$ cat src/rtl/display.sv
// Purpose: credit accumulator plus 4-digit multiplexed seven-segment driver showing DD.CC dollars.
// Latency: balance updates 1 cycle after a coin edge; an/seg follow the digit select 1 cycle later.
// Backpressure: none; coin strobes are accepted every cycle and the balance saturates at MAX_CENTS.
module display #(
  parameter int SCAN_BITS = 18,
  parameter int MAX_CENTS = 9995
) (
  input  logic       clk_fast,
  input  logic       rst_n,
  input  logic       clk_blink,
  input  logic       dollar,
  input  logic       quarter,
  input  logic       dime,
  input  logic       nickel,
  input  logic       credit,
  output logic [3:0] an,
  output logic [7:0] seg
);

  localparam logic [14:0] MAX_C15 = 15'(MAX_CENTS);

  logic [13:0]          balance;
  logic [3:0]           coin_q;
  logic [3:0]           coin_edge;
  logic [14:0]          added;
  logic [14:0]          sum_w;
  logic [13:0]          balance_next;
  logic [SCAN_BITS-1:0] scan_cnt;
  logic [1:0]           sel;
  logic                 blink_s1;
  logic                 blink_s2;
  logic                 blank;
  logic [3:0]           d3, d2, d1, d0;
  logic [3:0]           an_w;
  logic [7:0]           seg_w;

  // Active-low segment pattern for one decimal digit, dp off.
  function automatic logic [7:0] seg_code(input logic [3:0] d);
    case (d)
      4'd0:    seg_code = 8'hC0;
      4'd1:    seg_code = 8'hF9;
      4'd2:    seg_code = 8'hA4;
      4'd3:    seg_code = 8'hB0;
      4'd4:    seg_code = 8'h99;
      4'd5:    seg_code = 8'h92;
      4'd6:    seg_code = 8'h82;
      4'd7:    seg_code = 8'hF8;
      4'd8:    seg_code = 8'h80;
      4'd9:    seg_code = 8'h90;
      default: seg_code = 8'hFF;
    endcase
  endfunction

  // Delay coins by one cycle so a held level is counted only on its rising edge.
  always_ff @(posedge clk_fast or negedge rst_n) begin
    if (!rst_n) coin_q <= 4'b0000;
    else        coin_q <= {dollar, quarter, dime, nickel};
  end

  assign coin_edge = {dollar, quarter, dime, nickel} & ~coin_q;

  // Sum every coin edge seen this cycle and clamp the new balance at the limit.
  always_comb begin
    added = 15'd0;
    if (coin_edge[3]) added = added + 15'd100;
    if (coin_edge[2]) added = added + 15'd25;
    if (coin_edge[1]) added = added + 15'd10;
    if (coin_edge[0]) added = added + 15'd5;
    sum_w        = 15'(balance) + added;
    balance_next = (sum_w > MAX_C15) ? 14'(MAX_C15) : sum_w[13:0];
  end

  // Balance register.
  always_ff @(posedge clk_fast or negedge rst_n) begin
    if (!rst_n) balance <= 14'd0;
    else        balance <= balance_next;
  end

  // Decimal digits of the balance: tens of dollars, dollars, dimes, cents.
  always_comb begin
    d3 = 4'(balance / 14'd1000);
    d2 = 4'((balance / 14'd100) % 14'd10);
    d1 = 4'((balance / 14'd10) % 14'd10);
    d0 = 4'(balance % 14'd10);
  end

  // Free-running refresh counter; its top two bits pick the active digit.
  always_ff @(posedge clk_fast or negedge rst_n) begin
    if (!rst_n) scan_cnt <= '0;
    else        scan_cnt <= scan_cnt + 1'b1;
  end

  assign sel = scan_cnt[SCAN_BITS-1:SCAN_BITS-2];

  // Two-flop synchroniser for the slow blink wave, which is asynchronous data here.
  always_ff @(posedge clk_fast or negedge rst_n) begin
    if (!rst_n) begin
      blink_s1 <= 1'b0;
      blink_s2 <= 1'b0;
    end else begin
      blink_s1 <= clk_blink;
      blink_s2 <= blink_s1;
    end
  end

  assign blank = credit & blink_s2;

  // Anode and segment pattern for the selected digit; the dollars digit carries the point.
  always_comb begin
    an_w  = 4'b1111;
    seg_w = 8'hFF;
    case (sel)
      2'd0: begin an_w = 4'b1110; seg_w = seg_code(d0); end
      2'd1: begin an_w = 4'b1101; seg_w = seg_code(d1); end
      2'd2: begin an_w = 4'b1011; seg_w = seg_code(d2) & 8'h7F; end
      default: begin
        an_w  = 4'b0111;
        seg_w = (d3 == 4'd0) ? 8'hFF : seg_code(d3);
      end
    endcase
  end

  // Registered pin drivers; blink mode darkens the whole display.
  always_ff @(posedge clk_fast or negedge rst_n) begin
    if (!rst_n) begin
      an  <= 4'b1111;
      seg <= 8'hFF;
    end else if (blank) begin
      an  <= 4'b1111;
      seg <= 8'hFF;
    end else begin
      an  <= an_w;
      seg <= seg_w;
    end
  end

endmodule

$ cat config.mk
export PLATFORM = sky130hd
export DESIGN_NAME = display
export DESIGN_NICKNAME = d
export VERILOG_FILES = /design/src/rtl/display.sv
export SDC_FILE = /design/constraint.sdc
export NUM_CORES = 1
export LEC_CHECK = 0
export CAP_MARGIN = 25
export CORE_MARGIN = 2
export CORE_UTILIZATION = 35
export DETAILED_ROUTE_END_ITERATION = 10
export GPL_ROUTABILITY_DRIVEN = 0
export HOLD_SLACK_MARGIN = 0.05
export SLEW_MARGIN = 20
export SYNTH_ARGS = -nofsm -noshare
export SYNTH_HDL_FRONTEND = slang
export SYNTH_SLANG_ARGS = --single-unit
$ cat constraint.sdc
create_clock -name clk_fast -period 7.9 [get_ports clk_fast]
set_input_delay 1.58 -clock clk_fast [delete_from_list [all_inputs] [get_ports clk_fast]]
set_output_delay 1.58 -clock clk_fast [all_outputs]
set_load 0.02 [all_outputs]
==> reports/qor.yml <==
outcome:
  status: "finished clean"
global_routing:
  grt.busiest_layer: "met2"
  use_met3: 0.01386
  overflow: 0
  grt_use_met1: 0.2494
  grt_max_degree: 50
  grt_pass1_wl_um: 33760
  antenna_found_initial: 0
  grt_pass1_vias: 6910
  use_met2: 0.2966
  groute.usage.overall: 0.1773
setup_path:
  path_max_fanout: 19
  cpMaxStageDelayCell: "dfrtp_4"
  critPathMaxStageDelay_ns: 0.58
  r2r_start: "balance[10]"
  crit_top_cell: "a31oi_1"
  cp-end-kind: "register"
  reg2reg_to: "seg[0]"
  reg2reg_depth: 27
  crit_arrival_ns: 7.56
  rrSetupSlack_ns: 0.57
  startpoint_type: "register"
  critPathKind: "reg -> reg"
  required_ns: 8.13
routing:
  via_per_inst: 5.977
  ant_nets: 0
  routed-via-count: 7633
  first_pass_iters: 5
  drc: 0
  wire_per_inst_um: 15.96
  first_iter_violations: 683
  routed_wl_um: 20380
placement:
  dpl.hpwl_um: 15460
  placed_area_mm2: 0.008010
  io_buffers: 19
synth:
  ys_seq_area_frac: 0.1639
  ys_dominant_reg_cell: "dfrtp_1"
  syn_area_mm2: 0.007567
  ys_ff_latch: 49
  synth_cell_type_count: 112
  yosysWarningCount: 0
  synth-edff-count: 0
  async_flop_share: 1.000
  syn_area_per_cell_um2: 7.537
  syn_inst: 1004
  syn_nets: 1060
clock_tree:
  ctsHtreeMaxLevel: 2
  postCtsHoldBufs: 0
  cts-resized-gates: 0
  clock_sinks: 49
  cts_buffer_depth: 2
  cts_tree: "done"
  cts_setup_buffers: 0
  cts_buffers: 5
  clk_latency_ns: 0.30
  clockRootBuffer: "clkbuf_16"
  clk_pin_slew_worst_paths_ns: 0.08
final_layout:
  fin_util: 0.3891
  fill_cells: 2191
  layout_common_cells: "92 x nand2_1, 82 x nor2_1, 70 x o21ai_0, 55 x a21oi_1, 47 x ha_1"
  diodes: 0
  finalInstanceArea_mm2: 0.008232
  multiInputGateArea_mm2: 0.005933
  num-nets-final: 1057
  layout-drive-gt1-share: 0.1238
  seq_area_mm2: 0.001251
  synthToLayoutAreaGrowth_pct: 8.780
  final_common_cell: "nand2_1"
die:
  io_pins: 20
  core.rowCount: 53
  fp.dieH_um: 151.0
  initial_core_util: 0.3577
  design.core.area_mm2: 0.02115
  die-area_mm2: 0.02281
  die_w_um: 151.0
sta:
  finalSetupTns_ns: 0
  max_freq_mhz: 136.4
  worst_pin_slew_ns: 0.8259
  fin_crit_ns: 7.329
  fin_crit_sh: 0.9277
  fin_hold_ws_ns: 0.3627
  fin_skew_ns: 0.01052
  hold_viol: 0
  max_slew_margin: 0.4469
  drv_slew: 0
  finalSetupViolCount: 0
  rsz0062_at_grt: "false"
min_path:
  whs_path_depth: 0
  hold_class: "reg -> reg"
  worstHoldStart: "blink_s1"
  hold_end: "blink_s2"
flow_run:
  cap_viol_max_count: 0
[cell families after synthesis]
family,Yosys count,share of synthesized area
flops,49,0.1639
compound gates,353,0.3436
buf+inv,100,0.06002
fa+ha+maj,49,0.08168
mux,22,0.03373
simple gates,374,0.2512
xor+xnor,57,0.06597
[flip-flops by register name, indices dropped and copies added (netlist names)]
signal,cells
blink_s2,1
coin_q,4
seg,7
scan_cnt,18
an,4
blink_s1,1
balance,14
[critical path, delay by kind of cell, from the launching register on]
family | cells | cell delay, ns
xor gates and xnor gates | 1 | 0.21
DFF | 1 | 0.58
AOI/OAI and AO/OA | 14 | 3.30
buffers and inverters | 3 | 0.41
adders and majority gates | 1 | 0.36
muxes | 1 | 0.30
and+or+nand+nor | 7 | 2.10
[synthesized netlist by cell type (5+ instances only)]
master / number / area [µm²]
dfstp_2: 11 / 289.0
o21ai_0: 71 / 355.3
or2_2: 10 / 62.56
nand4_1: 13 / 81.33
inv_1: 37 / 138.9
nor2b_1: 7 / 43.79
and3_1: 7 / 43.79
buf_4: 7 / 52.55
nand2b_1: 14 / 87.58
o21bai_1: 8 / 60.06
nor4_1: 9 / 56.30
a21boi_0: 8 / 60.06
a31oi_1: 19 / 118.9
or3_1: 14 / 87.58
buf_2: 18 / 90.09
nor3_1: 34 / 170.2
o211ai_1: 20 / 150.1
and2_1: 18 / 112.6
a311o_1: 5 / 50.05
mux2i_1: 15 / 150.1
a311oi_2: 5 / 75.07
nand2_1: 92 / 345.3
o2111ai_1: 10 / 87.58
xnor2_1: 42 / 367.9
nor2_1: 82 / 307.8
nand3_1: 40 / 200.2
o31ai_1: 10 / 75.07
a211o_1: 13 / 113.9
a21o_1: 15 / 112.6
xor2_1: 15 / 131.4
clkbuf_1: 24 / 90.09
dfrtp_1: 38 / 950.9
o22ai_1: 7 / 43.79
o21a_1: 10 / 75.07
a21oi_1: 56 / 280.3
ha_1: 47 / 588.1
a211oi_1: 20 / 150.1
[metrics by stage]
stage | worst slack [ns] | instances
floorplan | 1.432 | 1004
detailed placement | 0.1724 | 1269
global placement | 0.4349 | 1269
finish | 0.5711 | 1277
global route | 0.005833 | 1277
CTS | 0.1860 | 1277
[worst max-delay path by stage]
stage	startpoint	to	slack, ns
6_report	balance[10]	seg[0]	0.57
5_1_grt	balance[13]	seg[6]	0.006
4_1_cts	balance[11]	seg[3]	0.19
3_5_place_dp	balance[11]	seg[3]	0.17
3_3_place_gp	balance[11]	seg[3]	0.43
2_1_floorplan	balance[9]	seg[6]	1.43
[area by class of cell]
cell class                      instances  area share
Clock inverter                          3    0.003040
Timing Repair Buffer                   46     0.04712
Inverter                               44     0.02006
Clock buffer                            5     0.01520
Tap cell                              275     0.04180
Sequential cell                        49      0.1520
Multi-Input combinational cell        855      0.7208
[layer usage]
metal / part of all wire / up-vias
li1: - / 3773
met2: 0.47 / 191
met3: 0.036 / 17
met4: 0.010 / 0
met5: 0 / -
met1: 0.48 / 3652
Power is not shown: default switching activity piles up to over one toggle a cycle in this logic, so the estimate is an artifact.
